$ cat config.mk
export PLATFORM = sky130hd
export DESIGN_NAME = dpi_flow_ctx
export DESIGN_NICKNAME = d
export VERILOG_FILES = /design/src/rtl/dpi_ctx_pkg.sv /design/src/rtl/dpi_ctx_regfile.sv /design/src/rtl/dpi_flow_ctx.sv
export SDC_FILE = /design/constraint.sdc
export NUM_CORES = 1
export LEC_CHECK = 0
export ABC_AREA = 1
export CELL_PAD_IN_SITES_DETAIL_PLACEMENT = 0
export CELL_PAD_IN_SITES_GLOBAL_PLACEMENT = 1
export CORE_ASPECT_RATIO = 0.7
export CORE_MARGIN = 5
export CORE_UTILIZATION = 40
export DETAILED_ROUTE_END_ITERATION = 10
export HOLD_SLACK_MARGIN = 0.1
export PLACE_DENSITY = 0.77
export REMOVE_ABC_BUFFERS = 1
export SLEW_MARGIN = 30
export SYNTH_ARGS = -nofsm -noshare
export SYNTH_HDL_FRONTEND = slang
export SYNTH_SLANG_ARGS = --single-unit
$ cat constraint.sdc
create_clock -name clk -period 2.2 [get_ports clk]
set_input_delay 0.66 -clock clk [delete_from_list [all_inputs] [get_ports clk]]
set_output_delay 0.66 -clock clk [all_outputs]
set_load 0.02 [all_outputs]
$ cat src/rtl/dpi_ctx_pkg.sv
// Shared types and constants for the per-flow DFA context stage.
package dpi_ctx_pkg;

  localparam int DPI_STATE_W = 11;
  localparam int DPI_OFF_W   = 16;
  localparam int DPI_FLOW_W  = 4;

  typedef enum logic [1:0] {
    IDLE   = 2'd0,
    LOAD   = 2'd1,
    STREAM = 2'd2,
    SAVE   = 2'd3
  } ctx_state_e;

  // Result record as seen by downstream consumers at the default widths.
  typedef struct packed {
    logic [DPI_FLOW_W-1:0] flow;
    logic                  match;
    logic [DPI_OFF_W-1:0]  first_off;
    logic                  err;
  } dpi_res_t;

endpackage

$ cat src/rtl/dpi_ctx_regfile.sv
// Per-flow saved DFA state: async read for LOAD, clear has priority over SAVE.
module dpi_ctx_regfile
  import dpi_ctx_pkg::*;
#(
  parameter int FLOW_W  = DPI_FLOW_W,
  parameter int STATE_W = DPI_STATE_W
) (
  input  logic               clk,
  input  logic               rst,
  input  logic [FLOW_W-1:0]  rd_flow,
  output logic [STATE_W-1:0] rd_state,
  input  logic               save_en,
  input  logic [FLOW_W-1:0]  save_flow,
  input  logic [STATE_W-1:0] save_state,
  input  logic               clr_en,
  input  logic [FLOW_W-1:0]  clr_flow
);

  localparam int NUM_FLOWS = 2 ** FLOW_W;

  logic [STATE_W-1:0] ctx [NUM_FLOWS];

  assign rd_state = ctx[rd_flow];

  // Both requests resolve per entry, so a clear of one flow never blocks a save of another.
  always_ff @(posedge clk) begin
    if (rst) begin
      for (int i = 0; i < NUM_FLOWS; i++) ctx[i] <= '0;
    end else begin
      for (int i = 0; i < NUM_FLOWS; i++) begin
        if (clr_en && clr_flow == FLOW_W'(i)) begin
          ctx[i] <= '0;
        end else if (save_en && save_flow == FLOW_W'(i)) begin
          ctx[i] <= save_state;
        end
      end
    end
  end

endmodule

$ cat src/rtl/dpi_flow_ctx.sv
// Multiplexes one DFA matcher across many flows by saving/restoring its state per packet.
module dpi_flow_ctx
  import dpi_ctx_pkg::*;
#(
  parameter int FLOW_W  = DPI_FLOW_W,
  parameter int STATE_W = DPI_STATE_W,
  parameter int OFF_W   = DPI_OFF_W
) (
  input  logic               clk,
  input  logic               rst,
  input  logic               in_vld,
  output logic               in_rdy,
  input  logic [7:0]         in_data,
  input  logic               in_sof,
  input  logic               in_eof,
  input  logic [FLOW_W-1:0]  in_flow,
  output logic [7:0]         char_out,
  output logic               char_out_vld,
  output logic [STATE_W-1:0] state_load,
  output logic               state_load_vld,
  input  logic [STATE_W-1:0] mstate_in,
  input  logic               maccept_in,
  input  logic               ctx_clr,
  input  logic [FLOW_W-1:0]  ctx_clr_flow,
  output logic               res_vld,
  output logic [FLOW_W-1:0]  res_flow,
  output logic               res_match,
  output logic [OFF_W-1:0]   res_first_off,
  output logic               res_err,
  output logic               err_drop
);

  ctx_state_e         state_q, state_d;
  logic [FLOW_W-1:0]  cur_flow_q;
  logic [OFF_W-1:0]   offset_q;
  logic [OFF_W-1:0]   first_off_q;
  logic               match_q;
  logic               err_q;
  logic               first_beat_q;
  logic               take;
  logic               abort;
  logic [STATE_W-1:0] rd_state;

  function automatic logic [OFF_W-1:0] sat_inc(input logic [OFF_W-1:0] v);
    return (&v) ? v : v + 1'b1;
  endfunction

  dpi_ctx_regfile #(
    .FLOW_W  (FLOW_W),
    .STATE_W (STATE_W)
  ) u_regfile (
    .clk        (clk),
    .rst        (rst),
    .rd_flow    (cur_flow_q),
    .rd_state   (rd_state),
    .save_en    (state_q == SAVE),
    .save_flow  (cur_flow_q),
    .save_state (mstate_in),
    .clr_en     (ctx_clr),
    .clr_flow   (ctx_clr_flow)
  );

  always_comb begin
    state_d        = state_q;
    in_rdy         = 1'b0;
    take           = 1'b0;
    abort          = 1'b0;
    err_drop       = 1'b0;
    char_out_vld   = 1'b0;
    state_load_vld = 1'b0;
    unique case (state_q)
      IDLE: begin
        if (in_vld) begin
          if (in_sof) begin
            state_d = LOAD;
          end else begin
            in_rdy   = 1'b1;
            err_drop = 1'b1;
          end
        end
      end
      LOAD: begin
        state_load_vld = 1'b1;
        state_d        = STREAM;
      end
      STREAM: begin
        // A fresh sof mid-packet closes this packet; the byte waits for IDLE.
        abort        = in_vld && in_sof && !first_beat_q;
        in_rdy       = !abort;
        take         = in_vld && !abort;
        char_out_vld = take;
        if (abort || (take && in_eof)) state_d = SAVE;
      end
      SAVE: begin
        state_d = IDLE;
      end
    endcase
  end

  always_ff @(posedge clk) begin
    if (rst) begin
      state_q      <= IDLE;
      cur_flow_q   <= '0;
      offset_q     <= '0;
      first_off_q  <= '1;
      match_q      <= 1'b0;
      err_q        <= 1'b0;
      first_beat_q <= 1'b0;
    end else begin
      state_q <= state_d;
      case (state_q)
        IDLE: begin
          if (in_vld && in_sof) cur_flow_q <= in_flow;
        end
        LOAD: begin
          offset_q     <= '0;
          first_off_q  <= '1;
          match_q      <= 1'b0;
          err_q        <= 1'b0;
          first_beat_q <= 1'b1;
        end
        STREAM: begin
          if (take) begin
            if (maccept_in && !match_q) first_off_q <= offset_q;
            if (maccept_in) match_q <= 1'b1;
            offset_q     <= sat_inc(offset_q);
            first_beat_q <= 1'b0;
          end
          if (abort) err_q <= 1'b1;
        end
        default: ;
      endcase
    end
  end

  assign char_out      = (state_q == STREAM) ? in_data : 8'd0;
  assign state_load    = state_load_vld ? rd_state : '0;
  assign res_vld       = (state_q == SAVE);
  assign res_flow      = cur_flow_q;
  assign res_match     = match_q;
  assign res_first_off = first_off_q;
  assign res_err       = err_q;

endmodule

After elaboration in Yosys (flattened, before gate mapping) --
Memory sizes are Yosys's and may differ from the RTL's. A register that Yosys moved wholly into a read port is not among the register bits. Cells that the tools add are included.
Cells by class: add/sub/neg operators 1, reduce and logical (&&, ||, !) cells 53, bitwise operators 32, equal/unequal tests 41, mux-type cells 174
Operator list (number):
- 11-bit 2-to-1 mux | 33
- 1-bit 2-to-1 mux | 124
- 4-bit == test (second input constant) | 16
- 16-bit 2-to-1 mux | 4
- 16-bit case mux with 2 select lines | 2
- 1-bit logical AND | 37
- 4-bit by 3-bit == test with 1-bit output (second input constant) | 8
- 1-bit OR | 32
- 16-bit by 1-bit adder with 16-bit output (second input constant) | 1
- 4-bit by 2-bit == test with 1-bit output (second input constant) | 4
- 2-bit inequality test (second input constant) | 8
- 16-bit AND reduction | 1
- 3-bit AND reduction | 4
- 4-bit by 1-bit == test with 1-bit output (second input constant) | 2
- 4-bit zero test | 2
- 4-bit 2-to-1 mux | 2
- 8-bit 2-to-1 mux | 1
- 1-bit case mux with 2 select lines | 4
- 2-bit case mux with 4 select lines | 1
- 2-bit 2-to-1 mux | 3
- 2-bit AND reduction | 3
- 2-bit == test (second input constant) | 2
- 1-bit zero test | 3
- 2-bit by 1-bit == test with 1-bit output (second input constant) | 1
- 3 further kinds | 3
Word-level totals: word-level logic and storage cells 309, bits in writable memories 176, register bits after elaboration 41, memories 1
Memories:
- u_regfile.ctx | words 16, width 11, read ports 1, clocked after Yosys merged registers in 1, write ports 16, line dpi_ctx_regfile.sv:21 | logic [STATE_W-1:0] ctx [NUM_FLOWS];

Logic depth before layout (Yosys ltp) --
Gate-level depths: netlist of the first run.
depth after elaboration 8, mapped depth 10, mapped depth without buffers 9

Cells and area by module --
Synthesis of the first run repeated with hierarchy kept, for this count alone.
Unflattened totals: cells, all modules 1334, area total of the unflattened synthesis 10968.0 um^2
By module, submodules not included:
- dpi_ctx_regfile | instances 1, cells each 1014, area each 8827.2 um^2, seq. area each 5285.1 um^2
- dpi_flow_ctx | instances 1, cells each 320, area each 2140.8 um^2, seq. area each 820.8 um^2

Least setup slack after synthesis of the first run --
Ideal clock, no wire load.
path type input to register, from input rst, to memory u_regfile.ctx[3][0] in the netlist's numbering (enable), arrival 1800 ps, library setup time 355 ps, path buffers 2, slack 45 ps, stages 7, cell sequence buf_2 > inv_1 > nand2_1 > nor3_2 > nand4_1 > buf_4 > nand3_1
RTL lines:
- start: declaration | line dpi_flow_ctx.sv:10 | input logic rst,
- end: declaration | line dpi_ctx_regfile.sv:21

==> impl_metrics.toml, run 1 <==
[run_status]
status = "complete, but fails checks"
failed_checks = "negative setup slack"

[placement]
routabilityCongestion = 0.867
place_ws_ns = -0.620
io_buffers = 79
place_inst = 1613
dp_hpwl_um = 21100
placed_area_um2 = 12400

[logic_synthesis]
muxShareOfSynthArea_pct = 0
syn_inst = 1165
synth_top_family_by_area = "simple AND/OR/NAND/NOR gates"
synth.distinct_cells = 33
synth_top_area_share_pct = 50.8
synthTopCellsByCount = "nor2_1 (374), edfxtp_1 (176), nand2_1 (101)"
netlist_top_cells_area = "edfxtp_1 (51%), nor2_1 (13%), dfxtp_1 (8.7%), o21ai_0 (4.6%), nand3_1 (4.3%)"
synth_async_sr_flop_share_pct = 0
synth_seq_cells = 221
synth_top_area_cell = "edfxtp_1"
synth_simple_gate_area_share_pct = 23.9
synth-edff-count = 176
yosys.area_share.adder_pct = 0.601
avgSynthCellArea_um2 = 8.93
synth_area_um2 = 10400
yosysMostFrequentCell = "nor2_1"
synthXorXnorAreaFrac_pct = 0.168
synth_ff_type = "edfxtp_1"
synth_compound_area_share_pct = 9.53
ys_warn_count = 0
ys_seq_area_share_pct = 59.4

[clock_network]
path_clk_slew_ns = 0.06
cts_tree = "done"
clock-sinks = 221
clockBufferDepth = 3
htree_levels = 1
cts-root-buf = "clkbuf_16"
insertion_delay_ns = 0.51
numCtsBuffers = 23
cts_hold_buf = 0

[sta]
finClkSkew_ns = 0.00715
fin_ws_ns = -0.540
max_freq_mhz = 365
fin_crit_ns = 2.74
period_share_pct = 125
fin_tns_setup_ns = -5.88
setup_viol = 15
tightest_slew_ns = 0.393
hold_viol = 0
relSlewSlack_pct = 73.7
slew_viol_final = 0
rsz0062_at_grt = "yes"

[pwr]
pwr-share-clk_pct = 30.0
vdd_drop_max_uv = 526
power_density_nw_per_um2 = 861
p_total_w = 0.0118
seqPwrFrac_pct = 41.3
p_sw_share_pct = 31.3
internal_power_w = 0.00811
leakagePower_nw = 5.48
pwr-share-comb_pct = 28.7
power.switching_w = 0.00370

[grt]
grt_pass1_wl_um = 49100
grt_max_degree = 26
grt_pass1_vias = 8441
grt_usage_pct = 21.0
antenna_found_initial = 0
grt-ovfl-total = 0

[final_layout]
fin_nets = 1370
final_cells = 1678
syn_to_final_growth_pct = 31.7
multi_input_area_um2 = 3790
diodes = 0
drive_gt1_share_pct = 19.9
design_area_um2 = 13700
nFillCells = 2360
final-seq-area_um2 = 6200

[critical_path]
arrival_ns = 2.08
rr_endpoint = "res_first_off[4]"
r2r_start = "state_q[0]"
worstPathMaxFanout = 7
cp-start-kind = "flip-flop"
ff2ff_path_depth = 12
r2r_setup_slack_ns = 0.16
crit_type = "flip-flop to output pin"
critPathCaptureType = "output pin"
worstPathRequired_ns = 1.54

[floorplan]
dieArea_um2 = 29400
core_um2 = 25600
die_h_um = 145
num_io_pins = 80
die_w_um = 203
start_util_pct = 40.6
placementRows = 49

[detailed_routing]
drt_pass1_iterations = 7
drtAntennaViolNets = 0
drt_iter0_drc = 864
vias = 8884
wl_um = 31900
vias_per_cell = 5.29
drt-wirelength-per-cell_um = 19.0
drcViolationCount = 0

[hold_path]
holdCritPathClass = "flip-flop to flip-flop"
holdPathEnd = "res_first_off[2]"
hold_start = "res_first_off[2]"
whs_path_depth = 2

[flow_run]
maxCapViolCount = 0
[power by group through the flow]
stage,Clock [W],Combinational [W],Sequential [W]
2_1_floorplan,0,0.00116,0.00506
3_3_place_gp,0,0.00278,0.00493
3_5_place_dp,0,0.00279,0.00493
4_1_cts,0.00360,0.00307,0.00486
5_1_grt,0.00380,0.00365,0.00490
6_report,0.00354,0.00339,0.00488
[placed cells by master, fill, tap and decap left out, types with 3 or more instances in the layout]
master	netlist	layout
ha_1	5	3
inv_2	0	9
dlygate4sd2_1	0	6
clkbuf_16	0	27
o211ai_1	22	22
nor2_4	3	5
buf_6	0	25
clkbuf_1	38	8
buf_4	8	105
inv_1	76	64
a21oi_2	0	10
o21ai_1	2	32
clkinv_1	0	4
edfxtp_1	176	176
nor3_1	7	7
nand4_1	14	14
dlymetal6s2s_1	0	3
nand3_1	89	75
nand2_4	1	8
nor2_2	1	7
o22ai_1	16	16
dfxtp_1	45	41
o21ai_0	95	63
nand2_1	101	90
buf_12	0	24
nand3_2	1	15
nand2_2	3	7
clkdlybuf4s50_1	0	46
clkinv_2	0	4
a21oi_1	45	35
nor2_1	374	366
[critical path: stages (launching register included)]
cell       delay [ns]
dfxtp_4          0.49
buf_12           0.15
clkbuf_16        0.14
nor2_1           0.05
nor2_1           0.09
o21ai_1          0.09
nand3_2          0.15
nand3_2          0.13
a21oi_2          0.14
buf_4            0.14
[cells by family (layout without fill, tap and decap cells)]
| logic type | count (synthesis) | in the layout |
|---|---|---|
| simple gates | 600 | 600 |
| flops | 221 | 221 |
| compound gates | 182 | 182 |
| buf+inv | 155 | 337 |
| fa+ha+maj | 5 | 5 |
| xor+xnor | 2 | 2 |
[sequential cells by signal, summed over array words and instances (netlist names), named ones only]
| signal | count |
|---|---|
| res_err | 1 |
| res_first_off | 16 |
| u_regfile.ctx | 176 |
| res_flow | 4 |
| state_q | 2 |
| res_match | 1 |
| offset_q | 16 |
| first_beat_q | 1 |
[worst max-delay path by stage]
stage	start	end	slack [ns]	cells after the start
global placement	in_vld	in_rdy	-0.61	7
detailed placement	in_vld	in_rdy	-0.62	7
floorplan	flip-flop	state_load[9]	-2.21	5
global route	flip-flop	state_load[7]	-0.63	8
CTS	flip-flop	state_load[4]	-0.51	8
finish	flip-flop	state_load[10]	-0.54	9
[per-stage QoR]
step           util, %  hold WS, ns
6_report          53.5        0.476
5_1_grt           53.5        0.497
4_1_cts           52.1        0.484
3_5_place_dp      48.4        0.450
3_3_place_gp      48.4        0.447
2_1_floorplan        -        0.493
[repair_timing]
action	4_1_cts	5_1_grt
cloned	3	5
buffers inserted	5	11
gates resized for setup	198	67
pin swaps	23	34
endpoints found under the setup margin	28	27
[layer usage]
metal | wire [µm] | part of all wire (%) | GRT usage (%)
met2 | 13200 | 41 | 30.1
met1 | 15400 | 48 | 33.4
met5 | 0 | 0 | 0
met3 | 2940 | 9.2 | 4.64
met4 | 400 | 1.3 | 3.12
[cell type report]
type / count / area share, %
Clock buffer: 31 / 4.42
Clock inverter: 10 / 0.374
Inverter: 76 / 2.20
Multi-Input combinational cell: 789 / 27.7
Sequential cell: 221 / 45.2
Tap cell: 331 / 3.02
Timing Repair Buffer: 220 / 17.1
Power figures use the tool's default switching activity.
==> inputs of run 2 (changes only) <==
ABC_CLOCK_PERIOD_IN_PS = 2200   (was default)
PLACE_DENSITY = default   (was 0.77)
PLACE_DENSITY_LB_ADDON = 0.1   (was default)
SLEW_MARGIN = 15   (was 30)
==> impl_metrics.toml, run 2 (synthesized netlist as in run 1, its figures left out) <==
[final_layout]
syn_to_final_growth_pct = 31.0
mostFrequentLayoutCell = "nor2_1"
diodes = 0
post-route-util_pct = 53.2
fin_nets = 1361
top_register = "u_regfile.ctx"
final_cells = 1671
largest_register_ff_count = 176
drive_gt1_share_pct = 20.5
nFillCells = 2395
final_cell_mix = "nor2_1 (365), edfxtp_1 (176), buf_4 (106)"

[hold_path]
hold_start = "res_err"
whs_path_depth = 2
holdCritPathClass = "flip-flop to flip-flop"
holdPathEnd = "res_err"

[sta]
fin_ws_ns = -0.581
fin_crit_ns = 2.78
period_share_pct = 126
finClkSkew_ns = 0.0160
relSlewSlack_pct = 69.1
max_freq_mhz = 360
hold_viol = 0
setup_viol = 12
rsz0062_at_grt = "yes"
slew_viol_final = 0
tightest_slew_ns = 0.460

[grt]
grt_pass1_wl_um = 50500
grt_pass1_vias = 8172
antenna_found_initial = 0
grt_usage_pct = 22.3
grt-ovfl-total = 0
grt_max_degree = 26

[critical_path]
crit_type = "flip-flop to output pin"
cp-start-kind = "flip-flop"
critPathCaptureType = "output pin"
crit_chain = "buf_12 > inv_12 > buf_12 > nor2_1 > o211ai_1 > nand3_1 > a21oi_2 > buf_4"
r2r_setup_slack_ns = 0.31
ff2ff_path_depth = 7
r2r_start = "state_q[1]"
max_stage_delay_ns = 0.36
path_common_cell = "buf_12"
slowest_stage = "dfxtp_4"
worstPathRequired_ns = 1.54
arrival_ns = 2.12
worstPathMaxFanout = 7
rr_endpoint = "u_regfile.ctx[11][8]"

[floorplan]
placementRows = 49
dieArea_um2 = 29400
die_h_um = 145
start_util_pct = 40.6
core_um2 = 25600
die_w_um = 203
num_io_pins = 80

[placement]
dp_hpwl_um = 22700
routabilityCongestion = 0.867
io_buffers = 79
place_inst = 1612

[detailed_routing]
vias = 8615
drtAntennaViolNets = 0
vias_per_cell = 5.16
drt_iter0_drc = 973
drcViolationCount = 0
drt-wirelength-per-cell_um = 20.0
drt_pass1_iterations = 6
wl_um = 33500

[clock_network]
cts_tree = "done"
cts-root-buf = "clkbuf_16"
clockBufferDepth = 3
insertion_delay_ns = 0.52
path_clk_slew_ns = 0.06
numCtsBuffers = 24
htree_levels = 1
cts_hold_buf = 0
clock-sinks = 221

[run_status]
failed_checks = "negative setup slack"
status = "complete, but fails checks"

[pwr]
power_density_nw_per_um2 = 884
vdd_drop_max_uv = 507
leakagePower_nw = 5.39

[flow_run]
maxCapViolCount = 0
==> run 2: cell type report <==
class,count,area [µm²],share of cell area (%)
tap,331,414,3.04
multi-input combinational,789,3840,28.2
sequential,221,6200,45.5
clock inverter,17,115,0.844
timing repair buffer,210,2120,15.6
clock buffer,27,633,4.64
inverter,76,307,2.25
==> run 2: metrics by stage <==
stage	total power (W)	worst slack (ns)	hold WS [ns]	cell area, µm²	TNS [ns]
2_1_floorplan	0.00622	-2.21	0.493	10000	-101.95
3_3_place_gp	0.00767	-0.651	0.456	12200	-90.88
3_5_place_dp	0.00768	-0.634	0.459	12200	-92.65
4_1_cts	0.0119	-0.587	0.465	13400	-6.08
5_1_grt	0.0126	-0.665	0.490	13600	-7.37
6_report	0.0121	-0.581	0.461	13600	-6.01
==> run 2: repair_timing <==
action                     CTS  global route
pin swaps                   41            21
gates resized for setup    225            65
cloned                       5             0
setup endpoints to repair   28            23
buffers inserted             6             5
==> run 2: metal layers <==
metal	GRT usage [%]	part of all wire [%]
met5	0	0
met3	4.22	9.5
met4	5.12	2.0
met1	36.3	48
met2	30.4	41
==> run 2: how the worst max path moves through the flow <==
stage                     slack [ns]       endpoint  cells after the start      start
after floorplan                -2.21  state_load[9]                      5  flip-flop
after global placement         -0.65         in_rdy                      7     in_vld
after detailed placement       -0.63         in_rdy                      7     in_vld
after CTS                      -0.59  state_load[0]                      9  flip-flop
after global routing           -0.66  state_load[0]                      9  flip-flop
final                          -0.58  state_load[4]                      8  flip-flop
==> run 2: critical path, delay by kind of cell, from the launching register on <==
family                 cells  cell delay, ns
AND/OR/NAND/NOR            2            0.23
buffers and inverters      4            0.54
AO/OA/AOI/OAI              2            0.45
flip-flops                 1            0.36
==> run 2: power by group <==
part | switching [W] | internal [W] | leakage [nW] | total [W]
sequential | 0.000128 | 0.00473 | 2.19 | 0.00486
combinational | 0.00198 | 0.00136 | 2.83 | 0.00335
clock | 0.00166 | 0.00219 | 0.368 | 0.00385
total | 0.00377 | 0.00828 | 5.39 | 0.0121
==> inputs of run 3 (changes only) <==
CTS_CLUSTER_SIZE = 14   (was default)
==> results of run 3 <==
Final layout, timing and power as in run 2 (identical DEF).
